**src/rtl/reg_result_scheduler.sv**
```systemverilog
// Issue scheduler for one register file. Pending functional-unit results sit
// in a delay-indexed shift pipeline that drives the result bus from slot 0.
module reg_result_scheduler #(
  parameter int NREG   = 8,
  parameter int REGW   = 3,
  parameter int MAXLAT = 14,
  parameter int SRCW   = 4
) (
  input  logic            clk,
  input  logic            rst,
  input  logic            i_req,
  input  logic [REGW-1:0] i_dest,
  input  logic            i_dest_en,
  input  logic [3:0]      i_delay,
  input  logic [SRCW-1:0] i_src,
  input  logic [NREG-1:0] i_rd_mask,
  input  logic            i_ext_conflict,
  input  logic            i_issue_vld,
  input  logic            i_kill,
  output logic            o_issue,
  output logic            o_result_en,
  output logic [SRCW-1:0] o_result_src,
  output logic [REGW-1:0] o_result_dest,
  output logic [NREG-1:0] o_res_mask,
  output logic            o_r0_busy,
  output logic            o_err
);

  localparam logic [3:0] MAXLAT_4 = 4'(MAXLAT);

  logic            r_en   [MAXLAT];
  logic [SRCW-1:0] r_src  [MAXLAT];
  logic [NREG-1:0] r_dest [MAXLAT];
  logic            r_err;

  logic [NREG-1:0] w_slot_mask [MAXLAT];
  logic [NREG-1:0] w_res_mask;
  logic [NREG-1:0] w_dest_oh;
  logic [REGW-1:0] w_enc;
  logic            w_delay_ok;
  logic            w_wp;
  logic            w_hz;
  logic            w_issue;
  logic            w_load;
  logic            w_err_evt;

  genvar gi;
  generate
    for (gi = 0; gi < MAXLAT; gi++) begin : g_slot_mask
      assign w_slot_mask[gi] = r_en[gi] ? r_dest[gi] : '0;
    end
  endgenerate

  always_comb begin
    w_res_mask = '0;
    for (int k = 0; k < MAXLAT; k++) begin
      w_res_mask = w_res_mask | w_slot_mask[k];
    end
  end

  assign w_dest_oh  = NREG'(1) << i_dest;
  assign w_delay_ok = (i_delay != 4'd0) && (i_delay <= MAXLAT_4);

  // The entry that would shift into the target slot on this edge collides
  // with the new load; at the maximum delay nothing can be above it.
  always_comb begin
    w_wp = 1'b0;
    for (int k = 1; k < MAXLAT; k++) begin
      if (i_delay == 4'(k)) w_wp = r_en[k];
    end
  end

  assign w_hz      = |((i_rd_mask | (i_dest_en ? w_dest_oh : '0)) & w_res_mask);
  assign w_issue   = i_req & ~i_kill & ~i_ext_conflict & ~w_hz &
                     (~i_dest_en | (w_delay_ok & ~w_wp));
  assign w_load    = i_req & i_dest_en & i_issue_vld & w_issue & ~i_kill;
  assign w_err_evt = (i_issue_vld & i_req & ~w_issue & ~i_kill) |
                     (i_issue_vld & i_req & i_dest_en & ~w_delay_ok);

  always_ff @(posedge clk) begin
    if (rst || i_kill) begin
      for (int k = 0; k < MAXLAT; k++) begin
        r_en[k]   <= 1'b0;
        r_src[k]  <= '0;
        r_dest[k] <= '0;
      end
    end else begin
      for (int k = 0; k < MAXLAT - 1; k++) begin
        r_en[k]   <= r_en[k+1];
        r_src[k]  <= r_src[k+1];
        r_dest[k] <= r_dest[k+1];
      end
      r_en[MAXLAT-1]   <= 1'b0;
      r_src[MAXLAT-1]  <= '0;
      r_dest[MAXLAT-1] <= '0;
      // A load replaces whatever would have shifted into its slot.
      for (int k = 0; k < MAXLAT; k++) begin
        if (w_load && (i_delay == 4'(k + 1))) begin
          r_en[k]   <= 1'b1;
          r_src[k]  <= i_src;
          r_dest[k] <= w_dest_oh;
        end
      end
    end
  end

  always_ff @(posedge clk) begin
    if (rst) begin
      r_err <= 1'b0;
    end else if (w_err_evt) begin
      r_err <= 1'b1;
    end
  end

  // Lowest set bit wins so a corrupt multi-hot field still yields one index.
  always_comb begin
    w_enc = '0;
    for (int k = NREG - 1; k >= 0; k--) begin
      if (r_en[0] && r_dest[0][k]) w_enc = REGW'(k);
    end
  end

  assign o_issue       = w_issue;
  assign o_result_en   = r_en[0];
  assign o_result_src  = r_src[0];
  assign o_result_dest = w_enc;
  assign o_res_mask    = w_res_mask;
  assign o_r0_busy     = w_res_mask[0];
  assign o_err         = r_err;

endmodule

```
**config.mk**
```make
export PLATFORM = sky130hd
export DESIGN_NAME = reg_result_scheduler
export DESIGN_NICKNAME = d
export VERILOG_FILES = /design/src/rtl/reg_result_scheduler.sv
export SDC_FILE = /design/constraint.sdc
export NUM_CORES = 1
export LEC_CHECK = 0
export CORE_MARGIN = 2
export CORE_UTILIZATION = 30
export CTS_BUF_LIST = sky130_fd_sc_hd__clkbuf_16
export DETAILED_ROUTE_END_ITERATION = 6
export SLEW_MARGIN = 5
export SYNTH_ARGS = -nofsm -noshare
export SYNTH_HDL_FRONTEND = slang
export SYNTH_SLANG_ARGS = --single-unit
```
**constraint.sdc**
```tcl
create_clock -name clk -period 4.41 [get_ports clk]
set_input_delay 0.441 -clock clk [delete_from_list [all_inputs] [get_ports clk]]
set_output_delay 0.441 -clock clk [all_outputs]
set_load 0.1 [all_outputs]
```
Word level (Yosys, flattened, before mapping)
Memories as Yosys holds them, arrays and structs flattened.
Cells that the tools add are included.
{"block": "word_totals", "ff_bits": 1, "mem_bits_rw": 182, "in_bits": 26, "out_inout_bits": 19, "wordCells": 333, "memories": 3}
{"memory": "r_dest", "depth": 14, "word_bits": 8, "read_ports": 14, "rd_ports_with_merged_regs": 0, "write_ports": 14, "line_no": "33", "rtl": "logic [NREG-1:0] r_dest [MAXLAT];"}
{"memory": "r_src", "depth": 14, "word_bits": 4, "read_ports": 14, "rd_ports_with_merged_regs": 0, "write_ports": 14, "line_no": "32", "rtl": "logic [SRCW-1:0] r_src [MAXLAT];"}
{"memory": "r_en", "depth": 14, "word_bits": 1, "read_ports": 14, "rd_ports_with_merged_regs": 0, "write_ports": 14, "line_no": "31", "rtl": "logic r_en [MAXLAT];"}
{"block": "op_classes", "order_cmp": 1, "eq_ne": 14, "shift": 1, "muxes": 165, "bitwise": 122, "n_reduce_logical": 26}
{"operator": "two-way mux 8 bit", "count": 43}
{"operator": "two-way mux 4 bit", "count": 28}
{"operator": "bitwise OR 8 bit", "count": 14}
{"operator": "two-way mux 1 bit", "count": 86}
{"operator": "bitwise OR 1 bit", "count": 86}
{"operator": "equality test 4 bit, second input constant", "count": 7}
{"operator": "two-way mux 3 bit", "count": 8}
{"operator": "logical AND 1 bit", "count": 23}
{"operator": "equality test 4 x 3 -> 1 bit, second input constant", "count": 4}
{"operator": "AND 1 bit", "count": 14}
{"operator": "AND 8 bit", "count": 1}
{"operator": "equality test 4 x 2 -> 1 bit, second input constant", "count": 2}
{"operator": "OR reduction 8 bit", "count": 1}
{"operator": "left shift 1 x 3 -> 8 bit, first input constant", "count": 1}
{"operator": "inverter 1 bit", "count": 7}
{"operator": "equality test 4 x 1 -> 1 bit, second input constant", "count": 1}
{"operator": "<= comparator 4 bit, second input constant", "count": 1}
{"operator": "nonzero test 4 bit", "count": 1}
{"operator": "logical OR 1 bit", "count": 1}

Longest topological paths before layout
Gate-level depths: netlist of run 1.
{"block": "depth", "depth_word": 26, "depth_mapped": 10, "mapped_depth_nobuf": 6}

Least setup slack after synthesis of run 1
Ideal clock, no wire load.
{"block": "synth_timing", "path_kind": "register -> output", "start": "memory r_en[0][0]", "end": "output port o_result_dest[2]", "t_arrival_ps": 6354, "required_ps": 3969, "setup_slack_ps": -2385, "stages_incl_launch_ff": 4, "n_path_buf": 1, "path_cell_list": "dfxtp_1 -> buf_2 -> or3b_2 -> a2111oi_0"}
{"element": "from (decl)", "line_no": "31"}
{"element": "to (decl)", "line_no": "23", "rtl": "output logic [REGW-1:0] o_result_dest,"}

==> results of run 1 <==
[worst min-delay path, cell delays in order (launching register included)]
cell	delay (ps)
sky130_fd_sc_hd__dfxtp_1	300
sky130_fd_sc_hd__nand2_1	50
sky130_fd_sc_hd__mux2i_1	60
[cell families (layout without fill, tap and decap cells)]
family,after synthesis,after routing,synth area share
AND/OR/NAND/NOR,272,272,0.146
buffers and inverters,98,112,0.0566
other,1,155,0.000394
multiplexers,160,160,0.170
AO/OA/AOI/OAI,102,102,0.0789
flip-flops,183,183,0.548
[cell type report]
type                    count  area (sq um)  area share
flip-flops and latches    183          5220       0.462
repair buffers             60           568      0.0503
clock buffers              17           425      0.0377
well taps                 402           503      0.0446
clock inverters            15           139      0.0123
multi-input cells         689          4360       0.386
inverters                  20          75.1     0.00665
[worst paths after layout]
path	start	to	slack, ps	cells after the start
worst min-delay path	r_src[1][6]	r_src[1][2]	460	2
worst max-delay path	r_en[0][5]	o_issue	590	6
worst min register to register	r_src[1][6]	r_src[1][2]	460	2
worst max register to register	r_en[0][5]	r_dest[0][7]	990	8
[cell usage in the layout, fill, tap and decap left out, drive strengths merged, types with 3 or more instances in the layout]
cell type,instances
nand2b,6
a21o,3
a21oi,17
conb,155
o22ai,3
clkbuf,17
nor2b,3
nand4,14
or2,3
nor3,10
inv,23
clkdlybuf4s50,42
nor4,10
a22oi,56
buf,18
and3,5
dfxtp,28
nand3,12
nand2,183
edfxtp,155
o31ai,3
clkinvlp,4
nor2,9
or3,8
mux2i,157
clkinv,6
[routing by layer]
metal | up-vias | GRT usage | share of wire
li1 | 3142 | - | -
met1 | 3341 | 0.219 | 0.44
met2 | 239 | 0.265 | 0.47
met3 | 38 | 0.0269 | 0.062
met4 | 0 | 0.0545 | 0.024
met5 | - | 0 | 0
[per-stage QoR]
step	cell area (sq um)	cells
final	11300	1386
after global placement	10700	1354
after detailed placement	10700	1354
after global routing	11300	1386
after CTS	11300	1386
after floorplan	10100	970
[registers in the layout, indices dropped and copies added, names as in the netlist]
register  count
r_en         14
r_dest      112
o_err         1
r_src        56
[power breakdown]
group	leakage [nW]	total, mW	switching, mW	internal, mW
logic	3.01	0.368	0.257	0.111
clock network	0.275	1.49	0.668	0.827
registers	1.82	2.02	0.0693	1.95
total	5.11	3.89	0.994	2.89
==> results.rst, run 1 <==
.. list-table::
   :header-rows: 1

   * - Metric
     - Value
   * - Result of the run
     - finished clean
   * - TritonCTS clock tree
     - built
   * - Most common cell in the synthesized netlist
     - sky130_fd_sc_hd__nand2_1
   * - Maximum cell stage delay along the critical path
     - 980 ps
   * - Initial DRT Pass Iterations
     - 5
   * - Antenna viol nets, final
     - 0
   * - Fmax achieved
     - 0.262 GHz
   * - Worst Slack Setup Final
     - 590 ps
   * - Total Routed Length
     - 26.7 mm
   * - Synth Register Bits
     - 183
   * - FP Rows
     - 65
   * - Post-synthesis area per instance
     - 11.7 sq um
   * - Design Power
     - 3.89 mW
   * - CP endpoint kind
     - output pin
   * - Setup slack after placement
     - 766 ps
   * - Postcts setup bufs
     - 0
   * - Cell type with the largest total area after synthesis
     - sky130_fd_sc_hd__edfxtp_1
   * - Library cell used as clock root buffer
     - sky130_fd_sc_hd__clkbuf_16
   * - NumNets Final
     - 997
   * - Filler cell count
     - 3123
   * - Setup-violating endpoint count in the final report
     - 0
   * - Max Transition Viols Final
     - 0
   * - CP Data Arrival Time
     - 3380 ps
   * - Wire length of the first global-routing pass
     - 39.9 mm
   * - Hold-fix buffers, CTS
     - 0
   * - Input/output buffers
     - 44
   * - Crit path max fanout
     - 10
   * - CTS Sinks
     - 183
   * - Area of the die
     - 0.0331 sq mm
   * - Final cell utilization of the core
     - 0.359
   * - Placer's final routability congestion estimate
     - 0.856
   * - DRC
     - 0
   * - Power per cell area
     - 344 mW/mm^2
   * - HP Class
     - reg -> reg
   * - Slowest cell on crit path
     - sky130_fd_sc_hd__nor4bb_1
   * - Share of flip-flops with an asynchronous set or reset after synthesis
     - 0
   * - Mapped Cells
     - 816
   * - Clock-pin slew on the worst setup and hold paths
     - 70 ps
   * - Cell family contributing the most delay on the critical path
     - simple AND/OR/NAND/NOR gates
   * - # H-tree levels
     - 4
   * - Area contributors post-synth
     - sky130_fd_sc_hd__edfxtp_1 (49%), sky130_fd_sc_hd__mux2i_1 (17%), sky130_fd_sc_hd__nand2_1 (7.2%)
   * - Sequential fraction of the synthesis area
     - 0.548
   * - GR Overflow Total
     - 0
   * - Overall via count from detail_route
     - 6760
   * - Hold violation count in the final report
     - 0
   * - Share of the synthesized area in the top cell type
     - 0.489
   * - Vias per cell
     - 4.88
   * - Clock insertion delay at the later pin of the skew report
     - 430 ps
   * - Initial Utilization
     - 0.303
   * - Worst setup SP type
     - flip-flop
   * - Average detailed-routed wire length per instance
     - 19.2 microns
   * - Antenna diode count
     - 0
   * - Setup TNS
     - 0 ps
   * - Count of flip-flops with a built-in enable after synthesis
     - 155
   * - 1st-iter DRT viols
     - 780
   * - Unique masters post-synth
     - 56
   * - Initial antenna violation count
     - 0
   * - Mapped cell area
     - 0.00951 sq mm
   * - Worst path required time
     - 3970 ps
   * - Clock tree skew after final layout
     - 12.9 ps
   * - CTS-repair resized insts
     - 0
   * - I/O pin total
     - 45
   * - Crit-path cells
     - mux4_2, nor2_1, nor4bb_1, a2111oi_2, and3_1, buf_12
   * - Synth warn
     - 0
   * - Pin count of the biggest net entering global routing
     - 53
   * - Most frequent cells after synthesis
     - sky130_fd_sc_hd__nand2_1 (183), sky130_fd_sc_hd__mux2i_1 (157), sky130_fd_sc_hd__edfxtp_1 (155), sky130_fd_sc_hd__a22oi_1 (54), sky130_fd_sc_hd__clkbuf_1 (36)
   * - Final critical-path required period
     - 3820 ps
   * - Unrepaired setup endpoints after global routing
     - false
   * - Layout overhead on the synthesized area
     - 18.6%
   * - Vertical die dimension
     - 182 microns
   * - Tot GR Track Use
     - 0.162
   * - Dominant register cell in the synthesized netlist
     - sky130_fd_sc_hd__edfxtp_1
   * - Longest Clk Path Bufs
     - 2
   * - Width of the die
     - 182 microns
   * - Actual transition at the worst max-transition pin
     - 1180 ps
   * - Peak supply drop
     - 265 uV
   * - Final worst-path cycle share
     - 0.866
   * - Crit Path Class
     - reg -> out
   * - Hold slack final
     - 457 ps
   * - Worst slew margin relative to its limit
     - 0.202
   * - Buffers plus inverters on the worst setup path
     - 1
   * - Via count of the first global-routing pass
     - 6472
   * - Detailed-placement wirelength estimate
     - 17.3 mm
   * - Layout cell share with drive strength beyond 1
     - 0.0762
   * - Maximum capacitance violations
     - 0
   * - CORE AREA
     - 0.0314 sq mm
   * - Static leakage
     - 5.11 nW
   * - Number of buffers created by CTS
     - 17
Power figures use the tool's default switching activity.
==> run 2: changes to the inputs <==
--- a/config.mk
+++ b/config.mk
@@ -8,6 +8,7 @@
 export CORE_MARGIN = 2
 export CORE_UTILIZATION = 30
 export CTS_BUF_LIST = sky130_fd_sc_hd__clkbuf_16
+export CTS_CLUSTER_DIAMETER = 200
 export DETAILED_ROUTE_END_ITERATION = 6
 export SLEW_MARGIN = 5
 export SYNTH_ARGS = -nofsm -noshare
==> results of run 2 <==
The final DEF is identical to that of run 1; final timing and power are the same.
